--- src/rtl/add_seq_cla16.sv ---
// Multi-cycle (16*WORDS)-bit adder: one cla16 slice per cycle, LSB first.
// Optional subtract mode via `define ADD_SEQ_SUB_EN (adds port sub).

module cla16 (
  input  logic [15:0] a,
  input  logic [15:0] b,
  input  logic        ci,
  output logic [15:0] s,
  output logic        co,
  output logic        gg,
  output logic        pg
);

  logic [15:0] g;
  logic [15:0] p;
  logic [3:0]  gk;
  logic [3:0]  pk;
  logic [4:0]  gc;
  logic [16:0] c;

  assign g = a & b;
  assign p = a ^ b;

  // 4-bit group generate/propagate
  always_comb begin
    gk = '0;
    pk = '0;
    for (int i = 0; i < 4; i++) begin
      gk[i] = g[4*i+3]
            | (p[4*i+3] & g[4*i+2])
            | (p[4*i+3] & p[4*i+2] & g[4*i+1])
            | (p[4*i+3] & p[4*i+2] & p[4*i+1] & g[4*i]);
      pk[i] = &p[4*i +: 4];
    end
  end

  // group carries computed in parallel from ci
  always_comb begin
    gc    = '0;
    gc[0] = ci;
    gc[1] = gk[0] | (pk[0] & ci);
    gc[2] = gk[1] | (pk[1] & gk[0]) | (pk[1] & pk[0] & ci);
    gc[3] = gk[2] | (pk[2] & gk[1]) | (pk[2] & pk[1] & gk[0])
          | (pk[2] & pk[1] & pk[0] & ci);
    gc[4] = gk[3] | (pk[3] & gk[2]) | (pk[3] & pk[2] & gk[1])
          | (pk[3] & pk[2] & pk[1] & gk[0])
          | (pk[3] & pk[2] & pk[1] & pk[0] & ci);
  end

  // bit carries inside each group seeded by the group carry
  always_comb begin
    c = '0;
    for (int i = 0; i < 4; i++) begin
      c[4*i] = gc[i];
      for (int j = 0; j < 3; j++) begin
        c[4*i+j+1] = g[4*i+j] | (p[4*i+j] & c[4*i+j]);
      end
    end
    c[16] = gc[4];
  end

  assign s  = p ^ c[15:0];
  assign co = c[16];
  assign gg = gc[4] & ~(&pk & ci) | (gk[3] | (pk[3] & gk[2])
            | (pk[3] & pk[2] & gk[1]) | (pk[3] & pk[2] & pk[1] & gk[0]));
  assign pg = &pk;

endmodule

module add_seq_cla16 #(
  parameter int WORDS = 4
) (
  input  logic                  clk,
  input  logic                  rst_n,
  input  logic                  in_valid,
  output logic                  in_ready,
  input  logic [16*WORDS-1:0]   a,
  input  logic [16*WORDS-1:0]   b,
  input  logic                  ci,
`ifdef ADD_SEQ_SUB_EN
  input  logic                  sub,
`endif
  output logic                  out_valid,
  input  logic                  out_ready,
  output logic [16*WORDS-1:0]   sum,
  output logic                  co,
  output logic                  ovf,
  output logic                  busy
);

  localparam int IW = (WORDS > 1) ? $clog2(WORDS) : 1;

  typedef enum logic [1:0] {IDLE, RUN, DONE} state_t;

  state_t                   state;
  logic [WORDS-1:0][15:0]   op_a;
  logic [WORDS-1:0][15:0]   op_b;
  logic [WORDS-1:0][15:0]   sum_r;
  logic                     carry;
  logic [IW-1:0]            idx;
  logic [16*WORDS-1:0]      b_in;
  logic                     c_in;
  logic [15:0]              ss;
  logic                     sco;
  logic                     unused_gg;
  logic                     unused_pg;
  logic                     last;

`ifdef ADD_SEQ_SUB_EN
  assign b_in = sub ? ~b : b;
  assign c_in = sub ? 1'b1 : ci;
`else
  assign b_in = b;
  assign c_in = ci;
`endif

  assign last = (idx == IW'(WORDS - 1));
  assign sum  = sum_r;

  cla16 u_cla (
    .a  (op_a[idx]),
    .b  (op_b[idx]),
    .ci (carry),
    .s  (ss),
    .co (sco),
    .gg (unused_gg),
    .pg (unused_pg)
  );

  // sequencer: accept, one slice per cycle, hold result until taken
  always_ff @(posedge clk or negedge rst_n) begin
    if (!rst_n) begin
      state     <= IDLE;
      in_ready  <= 1'b1;
      out_valid <= 1'b0;
      busy      <= 1'b0;
      sum_r     <= '0;
      co        <= 1'b0;
      ovf       <= 1'b0;
      idx       <= '0;
      carry     <= 1'b0;
      op_a      <= '0;
      op_b      <= '0;
    end else begin
      unique case (state)
        IDLE: begin
          if (in_valid) begin
            op_a     <= a;
            op_b     <= b_in;
            carry    <= c_in;
            idx      <= '0;
            in_ready <= 1'b0;
            busy     <= 1'b1;
            state    <= RUN;
          end
        end
        RUN: begin
          sum_r[idx] <= ss;
          carry      <= sco;
          if (last) begin
            co        <= sco;
            ovf       <= (op_a[WORDS-1][15] == op_b[WORDS-1][15])
                      && (ss[15] != op_a[WORDS-1][15]);
            out_valid <= 1'b1;
            state     <= DONE;
          end else begin
            idx <= idx + 1'b1;
          end
        end
        DONE: begin
          if (out_ready) begin
            out_valid <= 1'b0;
            in_ready  <= 1'b1;
            busy      <= 1'b0;
            state     <= IDLE;
          end
        end
        default: state <= IDLE;
      endcase
    end
  end

endmodule

--- config.mk ---
export PLATFORM = sky130hd
export DESIGN_NAME = add_seq_cla16
export DESIGN_NICKNAME = d
export VERILOG_FILES = /design/src/rtl/add_seq_cla16.sv
export SDC_FILE = /design/constraint.sdc
export NUM_CORES = 1
export LEC_CHECK = 0
export ABC_AREA = 1
export BUFFER_PORTS_ARGS = -buffer_cell sky130_fd_sc_hd__buf_2
export CELL_PAD_IN_SITES_DETAIL_PLACEMENT = 1
export CELL_PAD_IN_SITES_GLOBAL_PLACEMENT = 2
export CORE_ASPECT_RATIO = 0.6
export CORE_MARGIN = 2
export CORE_UTILIZATION = 35
export CTS_BUF_LIST = sky130_fd_sc_hd__clkbuf_8
export DETAILED_ROUTE_END_ITERATION = 12
export GPL_ROUTABILITY_DRIVEN = 0
export PLACE_DENSITY_LB_ADDON = 0.25
export SYNTH_ARGS = -nofsm -noshare
export SYNTH_HDL_FRONTEND = slang
export SYNTH_SLANG_ARGS = --single-unit
--- constraint.sdc ---
create_clock -name clk -period 9.2 [get_ports clk]
set_clock_uncertainty 0.05 [all_clocks]
set_input_delay 0.46 -clock clk [delete_from_list [all_inputs] [get_ports clk]]
set_output_delay 0.46 -clock clk [all_outputs]
set_load 0.01 [all_outputs]
# After elaboration in Yosys (flattened, before gate mapping)
# Index checks and enable logic that the tools add are counted.
[word_totals] regBits=202 input_bits=133 out_inout_bits=69 wordCells=158
[op_classes] addsub=1 n_lt_le_gt_ge=2 n_eq_ne=9 n_mux=24 bitwise_logic=85 reduce_logical=17
[op_table] cell="$bmux 16 s2" count=2
[op_table] cell="$bwmux 64" count=1
[op_table] cell="$and 1x1->1" count=48
[op_table] cell="$mux 16" count=3
[op_table] cell="$or 1x1->1" count=34
[op_table] cell="$demux 16 s2" count=1
[op_table] cell="$xor 16x16->16" count=2
[op_table] cell="$and 16x16->16" count=1
[op_table] cell="$reduce_and 4->1" count=4
[op_table] cell="$reduce_and 3->1" count=4
[op_table] cell="$mux 2" count=5
[op_table] cell="$ne 2x2->1 const B" count=4
[op_table] cell="$pmux 1 s2" count=4
[op_table] cell="$mux 1" count=6
[op_table] cell="$pmux 2 s3" count=1
[op_table] cell="$reduce_and 2->1" count=3
[op_table] cell="$reduce_bool 2->1" count=3
[op_table] cell="$eq 2x2->1 const B" count=2
[op_table] cell="$pmux 2 s2" count=1
[op_table] cell="$lt 2x3->1 const B" count=1
[op_table] cell="$add 2x1->2 const B" count=1
[op_table] cell="$eq 2x1->1 const B" count=1
[op_table] cell="$ge 2x1->1 const B" count=1
[op_table] cell="$logic_and 1x1->1" count=2
[op_table] cell="3 further kinds" count=3

# Depth between registers and ports, before layout
# Gate-level depths: netlist of the first run.
[depth] depth_word=20 ltp_mapped=21 mapped_depth_nobuf=18

# By module
# A second synthesis of the first run with hierarchy kept.
[hier_totals] hier_cells=1134 hier_area_um2=9661.8
[by_module_without_submodules] module="add_seq_cla16" n_inst=1 cells_per_inst=1034 area_per_inst_um2=8834.7 seq_area_each_um2=5056.1
[by_module_without_submodules] module="cla16" n_inst=1 cells_per_inst=100 area_per_inst_um2=827.0 seq_area_each_um2=0.0

# Worst setup path before layout of the first run
# OpenSTA, ideal clock, no wires.
[synth_path] path_type="register to register" from="register idx[0]" to="register ovf" setup_ns=0.127 arrival_ns=3.788 required_time_ns=9.023 setup_slack_ns=5.235 path_stages_with_launch=20 n_path_buf=3 synth_period_minus_slack_ns=3.965 cell_sequence="dfrtp_1 -> buf_2 -> inv_1 -> buf_4 -> buf_2 -> nor2_1 -> o22ai_1 -> ha_1 -> a21oi_1 -> nand2_1 -> nor2_1 -> a21oi_1 -> or2_2 -> fa_1 -> fa_1 -> fa_1 -> xor2_1 -> o21ai_0 -> nand2_1 -> o21ai_0"
[synth_via] elab_chain_len=20 elab_cells_between_ends=52 classes_between="eq/ne: 2; mux: 4; bitwise: 41; reduce/logical: 5"
[synth_rtl] element="start, declared" line_no="100" source="logic [IW-1:0] idx;"
[synth_rtl] element="start signal, assigned" line_no="167" source="idx <= idx + 1'b1;"
[synth_rtl] element="$bmux 16 s2, on equally long branches" line_no="121, 122"
[synth_rtl] element="$mux 16, on equally long branches" line_no="121, 122"
[synth_rtl] element="$xor 16x16->16 / $and 16x16->16 (equally long branches)" line_no="22, 21"
[synth_rtl] element="$and 1x1->1, on equally long branches" line_no="30, 31, 32"
[synth_rtl] element="$or 1x1->1 (tied with other cells)" line_no="30" source="| (p[4*i+3] & g[4*i+2])"
[synth_rtl] element="$or 1x1->1 / $and 1x1->1 (equally long branches)" line_no="31, 32"
[synth_rtl] element="$or 1x1->1" line_no="32" source="| (p[4*i+3] & p[4*i+2] & p[4*i+1] & g[4*i]);"
[synth_rtl] element="$and 1x1->1" line_no="43" source="gc[3] = gk[2] | (pk[2] & gk[1]) | (pk[2] & pk[1] & gk[0])"
[synth_rtl] element="[4 not listed]"
[synth_rtl] element="$or 1x1->1" line_no="56" source="c[4*i+j+1] = g[4*i+j] | (p[4*i+j] & c[4*i+j]);"
[synth_rtl] element="$and 1x1->1" line_no="56"
[synth_rtl] element="$or 1x1->1" line_no="56"
[synth_rtl] element="$and 1x1->1" line_no="56"
[synth_rtl] element="$or 1x1->1" line_no="56"
[synth_rtl] element="$xor 16x16->16" line_no="62" source="assign s = p ^ c[15:0];"
[synth_rtl] element="$ne 1x1->1" line_no="163" source="&& (ss[15] != op_a[WORDS-1][15]);"
[synth_rtl] element="$logic_and 1x1->1" line_no="163"
[synth_rtl] element="end signal, assigned" line_no="162" source="ovf <= (op_a[WORDS-1][15] == op_b[WORDS-1][15])"
[synth_rtl] element="end, declared" line_no="87" source="output logic ovf,"
# Parallel ways exist; a longest one is shown, timed or not. The select of a mux whose other input is x is not followed.
# A chain may end at the register's enable or synchronous reset.

# Worst setup path in the final report of the first run
[layout_path] from="register idx[1]" to="register ovf"
# Same word-level chain as after synthesis.

==> results.cfg, run 1 <==
[run_status]
status = finished, final reports clean

[worst_setup_path]
critPathSlowestCell = dfrtp_1
crit_chain = inv_1 -> a21oi_1 -> a32oi_1 -> ha_1 -> nand2_1 -> nor2_1 -> nor2_1 -> nand2_1 -> nand2_1 -> a21oi_1 -> or2_2 -> fa_1 -> fa_1 -> fa_1 -> xor2_1 -> o21ai_0 -> nand2_1 -> o21ai_0
cp_max_fo = 41
cp_num_cells = 18
reg2reg_depth = 18
cp_top_family = adder cells
timing.critical_path.to = ovf
crit_buf_inv = 1
timing.rr.start = idx[1]
regToRegEndpoint = ovf
cp-start-kind = flip-flop
cp-end-kind = flip-flop
worstSetupStartpoint = idx[1]
crit_arrival_ns = 6.08
reg2reg_slack_ns = 3.47
worst_ep_required_time_ns = 9.55
crit_path_max_incr_delay_ns = 1.02
critical_path_class = reg2reg
crit_top_cell = nand2_1

[clock_tree]
post_cts_resized = 0
clock_sink_count = 202
cts-root-buf = clkbuf_8
htree_levels = 2
cts_setup_buffers = 0
clock_latency_ns = 0.53
cts_buffers = 35
cts_tree = done
cts.clk_slew.worst_paths_ns = 0.06
clockBufferDepth = 3

[logic_synthesis]
synth.area.top_cells = dfrtp_1 55%, nand2_1 22%, o21ai_0 4.4%, ha_1 2.7%, fa_1 2.6%
syn-instance-count = 1095
netlist_top_cells_count = 534 x nand2_1, 201 x dfrtp_1, 81 x o21ai_0
synth-seq-area-share = 0.553
yosysMostFrequentCell = nand2_1
syn-mean-instance-area_um2 = 8.35
mappedNetlistArea_um2 = 9150
synth_top_area_cell = dfrtp_1
synthDominantCellAreaShare = 0.550
yosysWarnings = 0
synth_ff_type = dfrtp_1
ys_ff_latch = 202
async_flop_share = 1.00
synth-edff-count = 0
ys_types = 27
synth_nets = 1260

[drt]
num_vias = 7847
drtIter0Drc = 373
drt-vias-per-instance = 4.74
drt_wl_total_mm = 28.8
dr.pass1.iters = 5
ant_nets = 0
drc_errors = 0
avgRoutedWirePerCell_um = 17.4

[layout]
drive_above_1_share = 0.206
fin_cells = 1657
fillers = 3079
diodes = 0
seqCellArea_um2 = 5060
final_area_um2 = 11100
finalNetCount = 1445
multiInputGateArea_um2 = 3670
areaGrowthSynthToFinish_pct = 21.1

[worst_hold_path]
hold_class = in2reg
hold_path_depth = 3
worstHoldStart = a[9]

[placement]
dp_hpwl_mm = 20.0
numPlacedInstances = 1594
io_buffers = 201
dpl_cell_area_um2 = 10400

[sta]
max_freq_mhz = 175
rsz0062_at_grt = false
fin_crit_sh = 0.623
drv_slew = 0
worst_slew_margin_rel = 0.135
setup_tns_ns = 0
finalHoldViolations = 0
setup_viol_count_final = 0
worst_slew_pin_slew_ns = 1.30
period_minus_slack_ns = 5.73
hold-worst-slack_ns = 0.0735

[grt]
grt_util_all_layers = 0.215
grt_max_degree = 129
overflow = 0
grt_pass1_vias = 8396
grt_first_pass_wirelength_mm = 45.5
antenna_found_initial = 0

[pwr]
power_uw = 4810
p_leak_uw = 0.00605
p_per_area_nw_per_um2 = 434
vdd_drop_max_uv = 137

[floorplanning]
core_um2 = 25500
io_pins = 202
die-width_um = 213
rows = 45
dieArea_um2 = 27500
start_util = 0.359
die_y_um = 129

[run]
maxCapViolCount = 0
## tightest hold or removal path, stage by stage
cell	delay, ns
buf_2	0.07
nand2_1	0.04
nand2_1	0.05
## cells in the final DEF (no fill, tap or decap), types with 12 or more instances in the layout
master    instances
a21oi_1          12
o22ai_1          26
fa_1             12
clkbuf_8         46
dfrtp_1         200
nand2_1         534
o21ai_0          81
ha_1             20
buf_2           200
nor2_1           59
o21ai_1          26
inv_1            44
## registers in the layout, indices dropped and copies added, names as in the netlist
name       count
busy           1
op_a          64
idx            2
in_ready       1
carry          1
op_b          64
sum           64
state          2
out_valid      1
co             1
ovf            1
## where the power goes
| part | leakage (uW) | internal (uW) | switching, uW | total [uW] |
|---|---|---|---|---|
| Clock | 0.000407 | 439 | 382 | 822 |
| Combinational | 0.00314 | 796 | 1600 | 2390 |
| Sequential | 0.00251 | 1320 | 276 | 1590 |
## cells by family (layout without fill, tap and decap cells)
family,count (synthesis),after routing,synth area share
DFF,202,202,0.553
adders and majority gates,32,32,0.0536
AOI/OAI and AO/OA,152,152,0.0896
buffers and inverters,97,307,0.0465
xor gates and xnor gates,4,4,0.00383
and+or+nand+nor,608,608,0.254
## how the worst min path moves through the flow
stage               slack, ns       end
global placement         0.40      busy
detailed placement       0.41  op_b[45]
floorplan                0.11      busy
global route             0.06  op_b[56]
finish                   0.07   op_a[9]
CTS                      0.04  op_b[56]
## through the flow
step           setup slack [ns]  utilization
5_1_grt                    2.88        0.434
3_5_place_dp               3.44        0.407
2_1_floorplan              5.23            -
3_3_place_gp               3.68        0.407
6_report                   3.47        0.434
4_1_cts                    3.41        0.434
## routing by layer
layer  wire length, um  global-route usage
met1             14200               0.305
met2             12800               0.339
met3              1270              0.0402
met4               537              0.0617
met5                 0                   0
## what timing repair did
| action | CTS | global route |
|---|---|---|
| setup endpoints to repair | 0 | 0 |
| hold buffers | 1 | 0 |
| endpoints found under the hold margin | 61 | 0 |
## final cells by class
class / instances / share of cell area
multi-input combinational: 796 / 0.331
clock buffer: 45 / 0.0559
inverter: 37 / 0.0128
sequential: 202 / 0.457
tap: 352 / 0.0398
clock inverter: 17 / 0.00667
timing repair buffer: 208 / 0.0966
Power figures use the tool's default switching activity.
==> run 2: changes to the inputs <==
--- a/config.mk
+++ b/config.mk
@@ -11,7 +11,7 @@
 export CELL_PAD_IN_SITES_GLOBAL_PLACEMENT = 2
 export CORE_ASPECT_RATIO = 0.6
 export CORE_MARGIN = 2
-export CORE_UTILIZATION = 35
+export CORE_UTILIZATION = 33
 export CTS_BUF_LIST = sky130_fd_sc_hd__clkbuf_8
 export DETAILED_ROUTE_END_ITERATION = 12
 export GPL_ROUTABILITY_DRIVEN = 0
==> constraint.sdc (replaced) <==
create_clock -name clk -period 5.8 [get_ports clk]
set_clock_uncertainty 0.05 [all_clocks]
set_input_delay 0.29 -clock clk [delete_from_list [all_inputs] [get_ports clk]]
set_output_delay 0.29 -clock clk [all_outputs]
set_load 0.01 [all_outputs]
==> results.cfg, run 2 (synthesized netlist as in run 1, its figures left out) <==
[layout]
final_common_cell = nand2_1
finalNetCount = 1576
diodes = 0
areaGrowthSynthToFinish_pct = 34.8
final_util = 0.450
drive_above_1_share = 0.187
layout_common_cells = 534 x nand2_1, 200 x dfrtp_1, 200 x buf_2, 131 x dlygate4sd3_1, 81 x o21ai_0

[worst_setup_path]
cp-start-kind = flip-flop
cp-end-kind = flip-flop
cp_max_fo = 68
critical_path_class = reg2reg
worst_ep_required_time_ns = 6.14
crit_chain = inv_2 -> o21ai_0 -> o22ai_1 -> ha_1 -> nand2_1 -> inv_1 -> nand3_1 -> nand3_1 -> or2_2 -> fa_1 -> fa_1 -> fa_1 -> xor2_1 -> o21ai_0 -> nand2_1 -> o21ai_0
crit_arrival_ns = 5.20
crit_path_max_incr_delay_ns = 0.76
critPathSlowestCell = inv_2

[drt]
ant_nets = 0
drc_errors = 0
drt-vias-per-instance = 4.64
avgRoutedWirePerCell_um = 17.0
drtIter0Drc = 417
dr.pass1.iters = 4
drt_wl_total_mm = 30.5
num_vias = 8329

[worst_hold_path]
hold_class = in2reg

[clock_tree]
clock_latency_ns = 0.54
cts_tree = done
clockBufferDepth = 3
clock_sink_count = 202
cts_buffers = 34
cts.clk_slew.worst_paths_ns = 0.07
cts-root-buf = clkbuf_8
htree_levels = 2

[floorplanning]
die-width_um = 219
die_y_um = 133
rows = 47
core_um2 = 27400
io_pins = 202
dieArea_um2 = 29100
start_util = 0.334

[sta]
worst_slew_pin_slew_ns = 1.08
setup_tns_ns = 0
rsz0062_at_grt = false
period_minus_slack_ns = 4.86
drv_slew = 0
setup_viol_count_final = 0
finalHoldViolations = 0
max_freq_mhz = 206
fin_crit_sh = 0.837
worst_slew_margin_rel = 0.278

[pwr]
p_per_area_nw_per_um2 = 621
p_int_uw = 4040
pwr-share-comb = 0.517
swShare = 0.472
p_leak_uw = 0.00655
pwr-share-seq = 0.325
vdd_drop_max_uv = 252
power.switching_uw = 3610
p_clk_frac = 0.158

[run_status]
status = finished, final reports clean

[placement]
dp_hpwl_mm = 20.2
io_buffers = 201

[run]
maxCapViolCount = 0

[grt]
grt_util_all_layers = 0.218
antenna_found_initial = 0
overflow = 0
grt_pass1_vias = 9187
grt_first_pass_wirelength_mm = 49.6
grt_max_degree = 100
run 2: cell types whose count changed in the layout (fill, tap and decap cells not counted):
cell / delta
dlygate4sd3_1: +130
clkinv_4: -1
buf_4: +2
clkinv_2: +1
clkbuf_8: -5
inv_1: -4
clkinvlp_4: +1
run 2: worst max-delay path: cells and delay by family (launching register included):
kind                       cells  cell delay [ns]
adders and majority gates      4             1.45
buffers and inverters          2             0.82
xor gates and xnor gates       1             0.50
AOI/OAI and AO/OA              4             0.78
and+or+nand+nor                5             0.67
DFF                            1             0.40
run 2: through the flow:
stage	std cells	hold WS (ns)	setup WS (ns)	instance area [um2]	total power [uW]
after floorplan	1095	-0.0556	1.83	9150	4910
after global placement	1611	0.390	1.04	10400	6420
after detailed placement	1611	0.396	0.926	10400	6500
after CTS	1796	0.312	0.862	12300	7840
after global routing	1796	0.371	0.373	12300	8440
final	1796	0.345	0.943	12300	7650
run 2: cell type report:
type,count,area [um2]
fill,3339,15100
sequential,202,5060
multi-input combinational,796,3670
timing repair buffer,340,2390
clock buffer,40,551
tap,367,459
inverter,37,141
clock inverter,14,62.6
run 2: routing by layer:
metal / global-route usage / wire length (um) / vias up
met5: 0 / 0 / -
met4: 0.0544 / 507 / 0
met3: 0.0409 / 1160 / 39
met2: 0.350 / 14000 / 145
met1: 0.304 / 14900 / 4066
li1: - / - / 4079
run 2: final timing paths:
| check | startpoint | slack (ns) | to | depth (start not counted) |
|---|---|---|---|---|
| max | idx[0] | 0.94 | ovf | 16 |
| min in group asynchronous | rst_n | 0.35 | sum[17] | 2 |
| min reg2reg | op_b[44] | 0.42 | op_b[44] | 2 |
| max in group asynchronous | rst_n | 4.08 | idx[0] | 3 |
| min | in_valid | 0.34 | in_ready | 4 |
| max reg2reg | idx[0] | 0.94 | ovf | 16 |
run 2: timing repair:
| item | in CTS | in global routing |
|---|---|---|
| buffers inserted | 0 | 0 |
| hold buffers | 131 | 0 |
| endpoints found under the setup margin | 0 | 0 |
| endpoints found under the hold margin | 227 | 0 |
| resized for setup | 0 | 0 |
run 2: power groups by stage:
stage                     sequential, uW  combinational, uW  clock [uW]
after floorplan                     2490               2420           0
after global placement              2500               3920           0
after detailed placement            2500               4000           0
after CTS                           2490               4090        1260
after global routing                2570               4550        1320
final                               2490               3950        1210
==> run 3: changes to the inputs <==
--- a/config.mk
+++ b/config.mk
@@ -5,13 +5,13 @@
 export SDC_FILE = /design/constraint.sdc
 export NUM_CORES = 1
 export LEC_CHECK = 0
-export ABC_AREA = 1
+export ABC_AREA = 0
 export BUFFER_PORTS_ARGS = -buffer_cell sky130_fd_sc_hd__buf_2
 export CELL_PAD_IN_SITES_DETAIL_PLACEMENT = 1
 export CELL_PAD_IN_SITES_GLOBAL_PLACEMENT = 2
 export CORE_ASPECT_RATIO = 0.6
 export CORE_MARGIN = 2
-export CORE_UTILIZATION = 33
+export CORE_UTILIZATION = 35
 export CTS_BUF_LIST = sky130_fd_sc_hd__clkbuf_8
 export DETAILED_ROUTE_END_ITERATION = 12
 export GPL_ROUTABILITY_DRIVEN = 0
==> constraint.sdc (replaced) <==
create_clock -name clk -period 5 [get_ports clk]
set_clock_uncertainty 0.05 [all_clocks]
set_input_delay 0.25 -clock clk [delete_from_list [all_inputs] [get_ports clk]]
set_output_delay 0.25 -clock clk [all_outputs]
set_load 0.01 [all_outputs]
==> results.cfg, run 3 <==
[clock_tree]
clock_latency_ns = 0.59
htree_levels = 1
cts_hold_buf = 131
cts_setup_buffers = 0
cts_tree = done
cts_buffers = 31
cts.clk_slew.worst_paths_ns = 0.06
post_cts_resized = 0
clockBufferDepth = 3
cts-root-buf = clkbuf_8
clock_sink_count = 202

[worst_hold_path]
hold_path_depth = 5
whs_endpoint = carry
worstHoldStart = ci
hold_class = in2reg

[grt]
grt_max_degree = 103
antenna_found_initial = 2
grt_pass1_vias = 7313
grt_util_all_layers = 0.213
overflow = 0
grt_first_pass_wirelength_mm = 43.8

[logic_synthesis]
synth-seq-area-share = 0.557
syn-instance-count = 621
ys_ff_latch = 202
synth_nets = 786
synth_ff_type = dfrtp_1
syn-mean-instance-area_um2 = 14.6
yosysMostFrequentCell = dfrtp_1
async_flop_share = 1.00
netlist_top_cells_count = 201 x dfrtp_1, 137 x mux2_2, 66 x nand2_1
yosysWarnings = 0
mappedNetlistArea_um2 = 9070
synthDominantCellAreaShare = 0.554
synth.area.top_cells = dfrtp_1 55%, mux2_2 17%, mux4_2 7.9%, mux2_4 3.0%, ha_1 2.8%
synth-edff-count = 0
ys_types = 34
synth_top_area_cell = dfrtp_1

[sta]
setup_tns_ns = 0
rsz0062_at_grt = false
worst_slew_margin_rel = 0.355
drv_slew = 0
max_freq_mhz = 221
hold-worst-slack_ns = 0.140
setup_viol_count_final = 0
finalHoldViolations = 0
period_minus_slack_ns = 4.52
fin_crit_sh = 0.904
worst_slew_pin_slew_ns = 0.965

[layout]
layout_common_cells = 200 x buf_2, 199 x dfrtp_1, 137 x mux2_2, 131 x dlygate4sd3_1, 66 x nand2_1
areaGrowthSynthToFinish_pct = 36.1
drive_above_1_share = 0.456
final_common_cell = buf_2
finalNetCount = 1128
final_util = 0.486

[worst_setup_path]
reg2reg_slack_ns = 0.48
cp_max_fo = 16
cp-end-kind = flip-flop
reg2reg_depth = 14
critical_path_class = reg2reg
crit_arrival_ns = 4.98
worst_ep_required_time_ns = 5.46
regToRegEndpoint = ovf
cp-start-kind = flip-flop
timing.rr.start = idx[0]

[drt]
dr.pass1.iters = 4
drtIter0Drc = 253
avgRoutedWirePerCell_um = 20.9
drt_wl_total_mm = 27.9
drt-vias-per-instance = 4.86
num_vias = 6490
ant_nets = 0
drc_errors = 0

[run]
maxCapViolCount = 0

[floorplanning]
rows = 45
die_y_um = 129
start_util = 0.357
die-width_um = 212
core_um2 = 25400
dieArea_um2 = 27300
io_pins = 202

[pwr]
vdd_drop_max_uv = 438
p_leak_uw = 0.00568
p_per_area_nw_per_um2 = 767

[run_status]
status = finished, final reports clean

[placement]
dp_hpwl_mm = 19.6
io_buffers = 201
run 3: cell types whose count changed after synthesis, sizes merged, moves of 19 or more:
cell,before,now
o22ai,26,0
mux2,0,155
nand2,535,69
mux4,0,32
nor2,61,7
buf,43,24
inv,37,15
o21ai,108,34
run 3: metrics by stage:
stage | instance area [um2] | setup slack [ns] | instances | power (uW)
2_1_floorplan | 9070 | 0.824 | 621 | 6190
3_3_place_gp | 10400 | 0.627 | 1150 | 7920
3_5_place_dp | 10400 | 0.469 | 1150 | 8150
4_1_cts | 12300 | 0.436 | 1332 | 9600
5_1_grt | 12300 | 0.139 | 1335 | 10200
6_report | 12300 | 0.480 | 1335 | 9470
run 3: cell families after synthesis:
family / share of synthesized area
adder cells (fa/ha/maj): 0.0541
XOR/XNOR: 0.00386
flip-flops: 0.557
AO/OA/AOI/OAI: 0.0328
buffers and inverters: 0.0287
multiplexers: 0.279
AND/OR/NAND/NOR: 0.0441
run 3: layer usage:
| layer | global-route usage | up-vias | part of all wire |
|---|---|---|---|
| met2 | 0.351 | 156 | 0.48 |
| met3 | 0.0381 | 41 | 0.043 |
| met5 | 0 | - | 0 |
| met4 | 0.0443 | 0 | 0.019 |
| met1 | 0.298 | 3394 | 0.46 |
| li1 | - | 2899 | - |
run 3: final cells by class:
cell class | instances | area, um2
well taps | 352 | 440
diodes | 2 | 5.00
inverters | 15 | 56.3
clock buffers | 38 | 523
multi-input cells | 372 | 3760
fillers | 2641 | 13000
clock inverters | 13 | 60.1
flip-flops and latches | 202 | 5060
repair buffers | 341 | 2440
run 3: critical path, cell delays in order, from the launching register on:
cell      delay, ns
dfrtp_2        0.51
buf_12         0.22
mux4_2         0.54
ha_1           0.31
a21oi_1        0.13
nand4b_1       0.12
nand3_1        0.19
a21oi_1        0.32
nand2_1        0.13
fa_1           0.40
fa_1           0.39
fa_1           0.38
xnor2_1        0.21
or3_1          0.34
a31oi_1        0.18
run 3: where the power goes:
| part | switching, uW | total, uW | internal [uW] | leakage, uW |
|---|---|---|---|---|
| logic | 2700 | 5100 | 2400 | 0.00294 |
| clock network | 655 | 1330 | 677 | 0.000333 |
| registers | 559 | 3040 | 2480 | 0.00240 |
run 3: worst max-delay path by stage:
stage,from,endpoint,slack [ns],depth (start not counted)
2_1_floorplan,idx[0],ovf,0.82,15
6_report,idx[0],ovf,0.48,14
4_1_cts,idx[0],ovf,0.44,13
3_3_place_gp,idx[0],ovf,0.63,13
3_5_place_dp,idx[0],ovf,0.47,13
5_1_grt,idx[0],ovf,0.14,14
